## config.mk

```make
export PLATFORM = sky130hd
export DESIGN_NAME = fetch_unit_flat
export DESIGN_NICKNAME = d
export VERILOG_FILES = /design/src/rtl/rv_pkg.sv /design/src/rtl/fetch_unit_if.sv /design/src/rtl/fetch_fifo.sv /design/src/rtl/fetch_unit.sv /design/src/flat_wrapper.sv
export SDC_FILE = /design/constraint.sdc
export NUM_CORES = 1
export LEC_CHECK = 0
export BUFFER_PORTS_ARGS = -buffer_cell sky130_fd_sc_hd__buf_2
export CAP_MARGIN = 20
export CORE_MARGIN = 3
export CORE_UTILIZATION = 40
export CTS_CLUSTER_SIZE = 14
export DETAILED_ROUTE_END_ITERATION = 7
export HOLD_SLACK_MARGIN = 0.02
export RECOVER_POWER = 100
export SLEW_MARGIN = 20
export SYNTH_ARGS = -nofsm -noshare
export SYNTH_HDL_FRONTEND = slang
export SYNTH_HIERARCHICAL = 1
export SYNTH_SLANG_ARGS = --single-unit
```

## constraint.sdc

```tcl
create_clock -name clock -period 5.9 [get_ports clock]
set_clock_uncertainty 0.05 [all_clocks]
set_input_delay 0.295 -clock clock [delete_from_list [all_inputs] [get_ports clock]]
set_output_delay 0.295 -clock clock [all_outputs]
set_load 0.02 [all_outputs]
```

## src/rtl/rv_pkg.sv

```systemverilog
// rtl/rv_pkg.sv - shared constants for the instruction fetch slice
//
// Purpose: default datapath width, reset PC and the canonical NOP encoding
//          (addi x0, x0, 0) that fetch presents to decode when it has no
//          valid instruction.
// Ports:   none (package).
package rv_pkg;

  localparam int          WORD_SIZE_DEF = 32;
  localparam logic [31:0] RESET_PC_DEF  = 32'h0000_0000;
  localparam logic [31:0] NOP_INSTR     = 32'h0000_0013;

endpackage

```

## src/rtl/fetch_unit_if.sv

```systemverilog
// rtl/fetch_unit_if.sv - fetch-stage bus bundle (imem, redirect, decode)
//
// Purpose: groups the instruction-memory request/response channel, the
//          control-flow redirect input and the decode-facing instruction
//          stream into one bundle.
// Ports:   master - the fetch unit (drives imem requests and the instruction
//                   stream, receives responses, redirects, instr_ready)
//          slave  - the environment (memory, branch unit, decode)
interface fetch_unit_if #(
  parameter int WORD_SIZE = 32
);

  logic                 imem_req_valid;
  logic                 imem_req_ready;
  logic [WORD_SIZE-1:0] imem_req_addr;
  logic                 imem_resp_valid;
  logic [WORD_SIZE-1:0] imem_resp_data;
  logic                 redirect_valid;
  logic [WORD_SIZE-1:0] redirect_pc;
  logic                 instr_valid;
  logic                 instr_ready;
  logic [WORD_SIZE-1:0] instruction;
  logic [WORD_SIZE-1:0] instr_pc;

  modport master (
    output imem_req_valid, imem_req_addr,
    input  imem_req_ready,
    input  imem_resp_valid, imem_resp_data,
    input  redirect_valid, redirect_pc,
    output instr_valid, instruction, instr_pc,
    input  instr_ready
  );

  modport slave (
    input  imem_req_valid, imem_req_addr,
    output imem_req_ready,
    output imem_resp_valid, imem_resp_data,
    output redirect_valid, redirect_pc,
    input  instr_valid, instruction, instr_pc,
    output instr_ready
  );

endinterface

```

## src/rtl/fetch_fifo.sv

```systemverilog
// rtl/fetch_fifo.sv - pointer-based prefetch FIFO with flush
//
// Purpose: holds fetched {instruction, pc} entries between memory and decode.
//          Push and pop in the same cycle are allowed even when full; flush
//          empties the FIFO and overrides any push/pop in that cycle.
// Ports:   clock, reset_n         - clock, async active-low reset
//          push, push_data        - write an entry (ignored if full without pop)
//          pop                    - drop the head entry (ignored if empty)
//          flush                  - discard all entries
//          head_data              - current head entry (undefined when empty)
//          empty, full, count     - occupancy status
module fetch_fifo #(
  parameter  int WIDTH = 64,
  parameter  int DEPTH = 2,
  localparam int AW    = (DEPTH > 1) ? $clog2(DEPTH) : 1,
  localparam int CW    = $clog2(DEPTH + 1)
) (
  input  logic             clock,
  input  logic             reset_n,
  input  logic             push,
  input  logic [WIDTH-1:0] push_data,
  input  logic             pop,
  input  logic             flush,
  output logic [WIDTH-1:0] head_data,
  output logic             empty,
  output logic             full,
  output logic [CW-1:0]    count
);

  logic [WIDTH-1:0] mem_q [DEPTH];
  logic [WIDTH-1:0] mem_d [DEPTH];
  logic [AW-1:0]    wr_ptr_q, wr_ptr_d;
  logic [AW-1:0]    rd_ptr_q, rd_ptr_d;
  logic [CW-1:0]    count_q, count_d;
  logic             do_push, do_pop;

  always_comb begin
    do_pop   = pop && (count_q != '0);
    // A full FIFO can still accept when the head leaves in the same cycle.
    do_push  = push && ((count_q != CW'(DEPTH)) || do_pop);
    mem_d    = mem_q;
    wr_ptr_d = wr_ptr_q;
    rd_ptr_d = rd_ptr_q;
    count_d  = count_q;
    if (flush) begin
      wr_ptr_d = '0;
      rd_ptr_d = '0;
      count_d  = '0;
    end else begin
      if (do_push) begin
        mem_d[wr_ptr_q] = push_data;
        wr_ptr_d        = wr_ptr_q + AW'(1);
      end
      if (do_pop) begin
        rd_ptr_d = rd_ptr_q + AW'(1);
      end
      count_d = count_q + CW'(do_push) - CW'(do_pop);
    end
  end

  always_ff @(posedge clock or negedge reset_n) begin
    if (!reset_n) begin
      for (int i = 0; i < DEPTH; i++) begin
        mem_q[i] <= '0;
      end
      wr_ptr_q <= '0;
      rd_ptr_q <= '0;
      count_q  <= '0;
    end else begin
      mem_q    <= mem_d;
      wr_ptr_q <= wr_ptr_d;
      rd_ptr_q <= rd_ptr_d;
      count_q  <= count_d;
    end
  end

  assign head_data = mem_q[rd_ptr_q];
  assign empty     = (count_q == '0);
  assign full      = (count_q == CW'(DEPTH));
  assign count     = count_q;

endmodule

```

## src/rtl/fetch_unit.sv

```systemverilog
// rtl/fetch_unit.sv - instruction fetch stage with prefetch FIFO and redirect
//
// Purpose: owns the PC, issues word reads to instruction memory under a
//          credit limit, buffers returned words in a prefetch FIFO and
//          presents them to decode as a valid/ready stream. A redirect
//          restarts fetch at a new PC and discards every fetch still in
//          flight.
// Ports:   clock, reset_n - clock, async active-low reset
//          bus (master)   - imem_req_*/imem_resp_* memory channel,
//                           redirect_valid/redirect_pc, and the decode
//                           stream instr_valid/instr_ready/instruction/instr_pc
module fetch_unit
  import rv_pkg::*;
#(
  parameter int                   WORD_SIZE  = WORD_SIZE_DEF,
  parameter logic [WORD_SIZE-1:0] RESET_PC   = WORD_SIZE'(RESET_PC_DEF),
  parameter int                   FIFO_DEPTH = 2
) (
  input logic          clock,
  input logic          reset_n,
  fetch_unit_if.master bus
);

  localparam int CW = $clog2(FIFO_DEPTH + 1);
  localparam int SW = CW + 1;
  localparam int EW = 2 * WORD_SIZE;

  logic [WORD_SIZE-1:0] pc_q, pc_d;
  logic [WORD_SIZE-1:0] resp_pc_q, resp_pc_d;
  logic [CW-1:0]        outst_q, outst_d;
  logic [CW-1:0]        drop_q, drop_d;
  logic                 started_q, started_d;

  logic [EW-1:0]        head;
  logic                 fifo_empty, fifo_full;
  logic [CW-1:0]        occ;

  logic                 credit, req_valid, req_fire;
  logic                 resp_drop, push, pop;
  logic [WORD_SIZE-1:0] redirect_target;

  always_comb begin
    // Buffered plus in-flight words may never exceed FIFO capacity, so every
    // response always has a slot waiting for it.
    credit          = ({1'b0, occ} + {1'b0, outst_q}) < SW'(FIFO_DEPTH);
    // started_q holds off the first request until one cycle after reset.
    req_valid       = started_q && !bus.redirect_valid && credit;
    req_fire        = req_valid && bus.imem_req_ready;
    resp_drop       = bus.imem_resp_valid && (drop_q != '0);
    push            = bus.imem_resp_valid && !resp_drop;
    pop             = !fifo_empty && bus.instr_ready;
    redirect_target = bus.redirect_pc & ~WORD_SIZE'(3);

    started_d = 1'b1;
    pc_d      = req_fire ? pc_q + WORD_SIZE'(4) : pc_q;
    resp_pc_d = push ? resp_pc_q + WORD_SIZE'(4) : resp_pc_q;
    outst_d   = outst_q + CW'(req_fire) - CW'(bus.imem_resp_valid);
    drop_d    = drop_q - CW'(resp_drop);

    if (bus.redirect_valid) begin
      pc_d      = redirect_target;
      resp_pc_d = redirect_target;
      // Everything still outstanding after this cycle belongs to the old path.
      drop_d    = outst_d;
    end
  end

  always_ff @(posedge clock or negedge reset_n) begin
    if (!reset_n) begin
      pc_q      <= RESET_PC;
      resp_pc_q <= RESET_PC;
      outst_q   <= '0;
      drop_q    <= '0;
      started_q <= 1'b0;
    end else begin
      pc_q      <= pc_d;
      resp_pc_q <= resp_pc_d;
      outst_q   <= outst_d;
      drop_q    <= drop_d;
      started_q <= started_d;
    end
  end

  fetch_fifo #(
    .WIDTH (EW),
    .DEPTH (FIFO_DEPTH)
  ) u_fifo (
    .clock     (clock),
    .reset_n   (reset_n),
    .push      (push),
    .push_data ({bus.imem_resp_data, resp_pc_q}),
    .pop       (pop),
    .flush     (bus.redirect_valid),
    .head_data (head),
    .empty     (fifo_empty),
    .full      (fifo_full),
    .count     (occ)
  );

  assign bus.imem_req_valid = req_valid;
  assign bus.imem_req_addr  = pc_q;
  assign bus.instr_valid    = !fifo_empty;
  assign bus.instruction    = fifo_empty ? WORD_SIZE'(NOP_INSTR) : head[EW-1:WORD_SIZE];
  assign bus.instr_pc       = fifo_empty ? '0 : head[WORD_SIZE-1:0];

  a_credit: assert property (@(posedge clock) disable iff (!reset_n)
    ({1'b0, occ} + {1'b0, outst_q}) <= SW'(FIFO_DEPTH));
  a_drop: assert property (@(posedge clock) disable iff (!reset_n)
    drop_q <= outst_q);
  a_no_overflow: assert property (@(posedge clock) disable iff (!reset_n)
    !(push && fifo_full && !pop));

endmodule

```

## src/flat_wrapper.sv

```systemverilog
// flat-port wrapper written by rule: the top's interface ports become plain ports
module fetch_unit_flat import rv_pkg::*;
#(
  parameter int                   WORD_SIZE  = WORD_SIZE_DEF,
  parameter logic [WORD_SIZE-1:0] RESET_PC   = WORD_SIZE'(RESET_PC_DEF),
  parameter int                   FIFO_DEPTH = 2
)
  (clock, reset_n, bus_imem_req_valid, bus_imem_req_addr, bus_imem_req_ready, bus_imem_resp_valid, bus_imem_resp_data, bus_redirect_valid, bus_redirect_pc, bus_instr_valid, bus_instruction, bus_instr_pc, bus_instr_ready);
  fetch_unit_if #(.WORD_SIZE(WORD_SIZE)) bus_i ();
  input logic clock;
  input logic reset_n;
  output wire logic [$bits(bus_i.imem_req_valid)-1:0] bus_imem_req_valid;
  output wire logic [$bits(bus_i.imem_req_addr)-1:0] bus_imem_req_addr;
  input wire logic [$bits(bus_i.imem_req_ready)-1:0] bus_imem_req_ready;
  input wire logic [$bits(bus_i.imem_resp_valid)-1:0] bus_imem_resp_valid;
  input wire logic [$bits(bus_i.imem_resp_data)-1:0] bus_imem_resp_data;
  input wire logic [$bits(bus_i.redirect_valid)-1:0] bus_redirect_valid;
  input wire logic [$bits(bus_i.redirect_pc)-1:0] bus_redirect_pc;
  output wire logic [$bits(bus_i.instr_valid)-1:0] bus_instr_valid;
  output wire logic [$bits(bus_i.instruction)-1:0] bus_instruction;
  output wire logic [$bits(bus_i.instr_pc)-1:0] bus_instr_pc;
  input wire logic [$bits(bus_i.instr_ready)-1:0] bus_instr_ready;
  assign bus_imem_req_valid = bus_i.imem_req_valid;
  assign bus_imem_req_addr = bus_i.imem_req_addr;
  assign bus_i.imem_req_ready = bus_imem_req_ready;
  assign bus_i.imem_resp_valid = bus_imem_resp_valid;
  assign bus_i.imem_resp_data = bus_imem_resp_data;
  assign bus_i.redirect_valid = bus_redirect_valid;
  assign bus_i.redirect_pc = bus_redirect_pc;
  assign bus_instr_valid = bus_i.instr_valid;
  assign bus_instruction = bus_i.instruction;
  assign bus_instr_pc = bus_i.instr_pc;
  assign bus_i.instr_ready = bus_instr_ready;
  fetch_unit #(.WORD_SIZE(WORD_SIZE), .RESET_PC(RESET_PC), .FIFO_DEPTH(FIFO_DEPTH)) u_core (.clock(clock), .reset_n(reset_n), .bus(bus_i));
endmodule
```

==> flow_summary.rst, run 1 <==
.. list-table::
   :header-rows: 1

   * - Metric
     - Value
   * - Insertion delay to the later sink of the worst-skew pair
     - 0.43 ns
   * - Setup Fix Bufs, Post-CTS
     - 0
   * - Final number of setup-violating endpoints
     - 0
   * - Number of warnings printed during yosys synthesis
     - 6
   * - Mean Syn Cell Area
     - 11.9 um2
   * - Post-Route Setup TNS
     - 0 ns
   * - Worst min-delay path class
     - in2reg
   * - Req. time, crit path
     - 6.17 ns
   * - Outcome
     - complete, but fails checks
   * - Area occupied by multi-input gates
     - 0.00463 mm2
   * - Antenna violations before repair
     - 0
   * - CP endpoint kind
     - flip-flop
   * - Number of antenna-violating nets in the routed design
     - 0
   * - Violations in the final reports
     - capacitance limit, slew limit
   * - Clock buffers created by TritonCTS
     - 17
   * - Sum of net half-perimeters after detailed placement
     - 15600 um
   * - Die extent in y
     - 165 um
   * - Global routing usage on met1
     - 0.273
   * - Part of the cycle the worst path needs
     - 0.776
   * - Largest net degree at the start of global routing
     - 90
   * - Remaining DRCs
     - 0
   * - Initial standard-cell utilization of the core
     - 0.411
   * - Gate count after technology mapping
     - 849
   * - VDD IR max
     - 0.000173 V
   * - Crit path max fanout
     - 66
   * - IO Pins
     - 168
   * - Global-route wire length before repair
     - 38200 um
   * - Worst-Margin Slew
     - 3.10 ns
   * - Global-route met3 utilization
     - 0.0346
   * - Layer carrying the most global-route usage
     - met1
   * - Maximum operating frequency
     - 218 MHz
   * - Synthesized area
     - 0.0101 mm2
   * - Register area
     - 0.00493 mm2
   * - Fraction of layout instances using a drive strength above 1
     - 0.247
   * - Number of clock sinks seen by CTS
     - 197
   * - Total routed wirelength
     - 23500 um
   * - Number of nets in the layout
     - 1074
   * - Number of port buffers
     - 163
   * - Mean number of vias per cell
     - 5.20
   * - Startpoint types
     - primary input
   * - H-tree depth
     - 4
   * - Die width
     - 165 um
   * - Routed wire length per instance
     - 17.7 um
   * - Data arrival time of the critical path
     - 4.85 ns
   * - Grt met2 use
     - 0.257
   * - Hold Vio Cnt, Final
     - 0
   * - Max-slew violations
     - 161
   * - Setup repair after global routing missed its margin
     - no
   * - Die Area
     - 0.0272 mm2
   * - Number of vias in the routed layout
     - 6934
   * - Max-Cap Viols
     - 3
   * - 1st-iter DRT viols
     - 374
   * - Clock root buffer
     - clkbuf_16
   * - Row count
     - 57
   * - Power Dens Cells
     - 398 mW/mm2
   * - Final antenna diode count
     - 0
   * - Leakage dissipation
     - 0.00493 uW
   * - Max Root-Sink Buffers
     - 2
   * - Worst Hold Slack
     - 0.0412 ns
   * - Syn-to-layout area delta
     - 12.6%
   * - Area inside the core boundary
     - 0.0246 mm2
   * - All-layer global routing usage
     - 0.177
   * - Number of fill cells
     - 2436
   * - Final weighted congestion in routability-driven placement
     - 0.813
   * - Crit path time final
     - 4.58 ns
   * - Path type of the worst setup path
     - in2reg
   * - Normalized max-slew margin
     - -1.06
   * - TritonCTS clock tree
     - built
   * - Clock-pin slew of the registers on the worst-case setup and hold paths
     - 0.07 ns
   * - Detailed-router iteration count before antenna repair
     - 5
   * - Overflow left after global routing
     - 0
   * - Via count of the first global-routing pass
     - 6796
-- layout make-up --
type                    instances  share of cell area
clock buffers                  18              0.0386
clock inverters                14              0.0126
inverters                      11             0.00363
multi-input cells             596               0.407
flip-flops and latches        197               0.433
well taps                     324              0.0356
repair buffers                173              0.0692
-- cells in the final DEF, fill, tap and decap left out, types with 12 or more instances in the layout --
cell type  instances
nand4_1           16
xnor2_1           19
mux2_1            64
nor2b_1           64
dfrtp_1          196
clkbuf_1          98
buf_2             69
nor2_1            23
mux2_2           128
o21ai_0           47
xor2_1            17
nand3_1           31
clkbuf_16         17
nand2_1           66
and3_1            15
o211ai_1          12
-- final timing paths --
path | from | to | slack, ns | cells after the start
worst max-delay path | bus_redirect_valid | u_core/bus.imem_req_addr[19] | 1.32 | 6
worst min-delay path | bus_imem_resp_data[1] | u_core/u_fifo/mem_q[33] | 0.04 | 2
worst max register to register | u_core/u_fifo/count[0] | u_core/drop_q[1] | 1.58 | 12
worst min register to register | u_core/u_fifo/mem_q[2] | u_core/u_fifo/mem_q[2] | 0.43 | 1
max in group asynchronous | reset_n | u_core/u_fifo/mem_q[99] | 2.86 | 3
min in group asynchronous | reset_n | u_core/u_fifo/mem_q[60] | 0.44 | 2
-- state kept, by name (all words and copies together), names as in the netlist --
signal	count
u_core/bus.imem_req_addr	30
u_core/drop_q	2
u_core/outst_q	2
u_core/resp_pc_q	30
u_core/started_q	1
u_core/u_fifo/count	2
u_core/u_fifo/mem_q	128
u_core/u_fifo/rd_ptr_q	1
u_core/u_fifo/wr_ptr_q	1
-- layer usage --
layer / share of wire / wire length [um] / vias to the layer above
met5: 0 / 0 / -
met4: 0.0083 / 196 / 0
met3: 0.064 / 1500 / 17
met2: 0.43 / 10000 / 223
met1: 0.50 / 11800 / 3387
li1: - / - / 3307
-- power by group --
part	switching [uW]	internal, uW	leakage (uW)	total (uW)
logic	678	679	0.00218	1360
registers	258	1760	0.00248	2020
clock network	547	608	0.000279	1160
-- worst max-delay path, stage by stage --
cell	delay (ns)
clkbuf_1	0.20
clkbuf_1	1.95
clkinv_1	1.45
nand2_1	0.54
o21ai_0	0.18
a21o_1	0.20
-- stage by stage --
| stage | setup slack, ns | util | area (um2) | total power [uW] | cells |
|---|---|---|---|---|---|
| after floorplan | 2.84 | - | 10100 | 3120 | 854 |
| after CTS | 2.04 | 0.477 | 11700 | 4730 | 1332 |
| after detailed placement | 2.03 | 0.453 | 11200 | 3550 | 1299 |
| after global routing | 0.951 | 0.463 | 11400 | 4830 | 1333 |
| final | 1.32 | 0.463 | 11400 | 4530 | 1333 |
| after global placement | 2.11 | 0.453 | 11200 | 3510 | 1299 |
-- timing repair --
item | in CTS | in global routing
hold buffers | 1 | 0
resized for setup | 0 | 0
endpoints found under the hold margin | 87 | 0
Power figures use the tool's default switching activity.
==> run 2, diff against run 1 <==
Settings changed: ABC_AREA from default to 1.
Clock period 5.9 ns to 4.1 ns, I/O delays scaled along.
==> run 2 against run 1 <==
  * Largest power group unchanged
  * Sequential share of layout area fell by 6.4 points
  * Combinational power up 100%
  * Sequential power increased by 57%
  * Highest routed layer unchanged
  * First-iteration DRC count rose by 130%
  * Setup slack worse by 0.34 ns
  * The run still ends with capacitance limit, slew limit left
==> flow_summary.rst, run 2 <==
.. list-table::
   :header-rows: 1

   * - Metric
     - Value
   * - Worst-Margin Slew
     - 1.87 ns (-1.23 ns)
   * - Max-Cap Viols
     - 5 (+2)
   * - Number of nets in the layout
     - 1891 (+76%)
   * - Die extent in y
     - 177 um (+7.5%)
   * - Worst stage delay on the critical path
     - 0.96 ns (-0.99 ns)
   * - Gate count after technology mapping
     - 1662 (+96%)
   * - Req. time, crit path
     - 4.42 ns (-1.75 ns)
   * - Final design area excluding fillers
     - 0.0133 mm2 (+17%)
   * - Post-Route Setup TNS
     - 0 ns (unchanged)
   * - Initial standard-cell utilization of the core
     - 0.407 (-0.00357)
   * - Syn-to-layout area delta
     - 13.6%
   * - Detailed-router iteration count before antenna repair
     - 5 (unchanged)
   * - Overall Power
     - 7640 uW (+69%)
   * - Hold Vio Cnt, Final
     - 0 (unchanged)
   * - Remaining DRCs
     - 0 (unchanged)
   * - Number of fill cells
     - 3062 (+26%)
   * - Power Dens Cells
     - 572 mW/mm2 (+44%)
   * - All-layer global routing usage
     - 0.209 (+0.0321)
   * - Clock buffers created by TritonCTS
     - 17 (unchanged)
   * - Max-slew violations
     - 272 (+69%)
   * - Master of the slowest instance on the critical path
     - clkbuf_2
   * - Register name with the most flops
     - u_core/u_fifo/mem_q
   * - Final number of setup-violating endpoints
     - 0 (unchanged)
   * - Row count
     - 62 (+8.8%)
   * - Synthesized area
     - 0.0118 mm2 (+16%)
   * - Cell-by-cell listing of the critical path
     - nor2_4 -> nor2_1 -> inv_1 -> nand3_1 -> clkbuf_2 -> buf_4 -> nand4_1 -> nand2_1
   * - Part of the cycle the worst path needs
     - 0.761
   * - Most common library cell in the layout ignoring fill and taps
     - nand2_1
   * - Setup Fix Bufs, Post-CTS
     - 0 (unchanged)
   * - TritonCTS clock tree
     - built
   * - Routed wire length per instance
     - 14.8 um (-16%)
   * - Number of port buffers
     - 163 (unchanged)
   * - Die Area
     - 0.0315 mm2 (+16%)
   * - Number of clock sinks seen by CTS
     - 197 (unchanged)
   * - Clock-pin slew of the registers on the worst-case setup and hold paths
     - 0.08 ns (about the same)
   * - Insertion delay to the later sink of the worst-skew pair
     - 0.43 ns (about the same)
   * - Mean Syn Cell Area
     - 7.07 um2 (-41%)
   * - Clock root buffer
     - clkbuf_16
   * - Fraction of layout instances using a drive strength above 1
     - 0.102 (-0.145)
   * - Crit path time final
     - 3.12 ns
   * - H-tree depth
     - 4 (unchanged)
   * - Global-route wire length before repair
     - 53700 um (+41%)
   * - Outcome
     - complete, but fails checks
   * - Path type of the worst setup path
     - reg2reg
   * - VDD IR max
     - 0.000264 V (+53%)
   * - Sum of net half-perimeters after detailed placement
     - 20800 um (+33%)
   * - Violations in the final reports
     - capacitance limit, slew limit
   * - Number of antenna-violating nets in the routed design
     - 0 (unchanged)
   * - Area inside the core boundary
     - 0.0289 mm2 (+17%)
   * - Leakage dissipation
     - 0.00690 uW (+40%)
   * - Total routed wirelength
     - 32600 um (+39%)
   * - Number of warnings printed during yosys synthesis
     - 6 (unchanged)
   * - Largest net degree at the start of global routing
     - 105 (+17%)
   * - Die width
     - 177 um (+7.5%)
   * - Number of vias in the routed layout
     - 11000 (+58%)
   * - Flip-flop count of the largest register, all copies and words added
     - 128 (unchanged)
   * - Startpoint types
     - flip-flop
   * - Overflow left after global routing
     - 0 (unchanged)
   * - Antenna violations before repair
     - 0 (unchanged)
   * - CP endpoint kind
     - flip-flop
   * - Mean number of vias per cell
     - 4.97 (-4.5%)
   * - Normalized max-slew margin
     - -0.252 (+0.813)
   * - Data arrival time of the critical path
     - 3.44 ns (-1.41 ns)
   * - Final weighted congestion in routability-driven placement
     - 0.856 (+5.2%)
   * - Maximum operating frequency
     - 321 MHz
   * - Most frequent cells in the layout
     - nand2_1 (686), dfrtp_1 (196), inv_1 (170), nor2_1 (145), nand4_1 (131)
   * - Crit path max fanout
     - 68 (+3.0%)
   * - Worst min-delay path class
     - in2reg
   * - Final antenna diode count
     - 0 (unchanged)
   * - IO Pins
     - 168 (unchanged)
   * - Via count of the first global-routing pass
     - 10600 (+55%)
   * - 1st-iter DRT viols
     - 870 (+130%)
   * - Setup repair after global routing missed its margin
     - no
   * - Max Root-Sink Buffers
     - 2 (unchanged)
   * - Placed standard-cell area
     - 0.0125 mm2 (+13%)
==> run 2: final cells by class <==
| class | count | area, um2 | share of cell area |
|---|---|---|---|
| Tap cell | 384 | 480 | 0.0360 |
| Multi-Input combinational cell | 1203 | 5470 | 0.410 |
| Timing Repair Buffer | 219 | 1220 | 0.0913 |
| Sequential cell | 197 | 4930 | 0.369 |
| Clock inverter | 14 | 151 | 0.0113 |
| Clock buffer | 18 | 439 | 0.0329 |
| Inverter | 175 | 658 | 0.0493 |
==> run 2: path summary, 6_finish.rpt <==
check                      cells past startpoint               startpoint                          end  slack [ns]
max                                            8   u_core/u_fifo/count[1]      u_core/u_fifo/mem_q[85]        0.98
min                                            3       bus_redirect_pc[3]  u_core/bus.imem_req_addr[3]        0.04
max reg2reg                                    8   u_core/u_fifo/count[1]      u_core/u_fifo/mem_q[85]        0.98
min reg2reg                                    2  u_core/u_fifo/mem_q[89]      u_core/u_fifo/mem_q[89]        0.42
max in group asynchronous                      3                  reset_n         u_core/resp_pc_q[25]        1.51
min in group asynchronous                      2                  reset_n      u_core/u_fifo/mem_q[59]        0.37
==> run 2: what timing repair did <==
item	4_1_cts	5_1_grt
endpoints found under the hold margin	179	0
resized for setup	0	0
hold buffers	40	0
==> run 2: where the power goes <==
group / internal (uW) / switching, uW / leakage, uW / total, uW
Clock: 839 / 857 / 0.000294 / 1700
Sequential: 2620 / 553 / 0.00250 / 3180
Combinational: 883 / 1880 / 0.00411 / 2770
==> run 2: stage by stage <==
| stage | setup slack [ns] | instances | utilization | hold WS, ns |
|---|---|---|---|---|
| floorplan | 1.78 | 1667 | - | -0.141 |
| global placement | 1.49 | 2138 | 0.435 | 0.341 |
| detailed placement | 1.42 | 2138 | 0.435 | 0.338 |
| CTS | 1.41 | 2210 | 0.469 | 0.0207 |
| global route | 0.663 | 2210 | 0.462 | 0.0432 |
| finish | 0.980 | 2210 | 0.462 | 0.0447 |
==> run 2: worst max-delay path: cells and delay by family (launching register included) <==
kind / cells / cell delay, ns
and+or+nand+nor: 5 / 0.71
DFF: 1 / 0.50
buffers and inverters: 3 / 1.72
==> run 2: metal layers <==
| metal | GRT usage | up-vias | routed length (um) | part of all wire |
|---|---|---|---|---|
| met5 | 0 | - | 0 | 0 |
| met4 | 0.0399 | 0 | 339 | 0.010 |
| met3 | 0.0304 | 20 | 1860 | 0.057 |
| met2 | 0.354 | 322 | 15200 | 0.47 |
| met1 | 0.288 | 5150 | 15200 | 0.47 |
| li1 | - | 5489 | - | - |
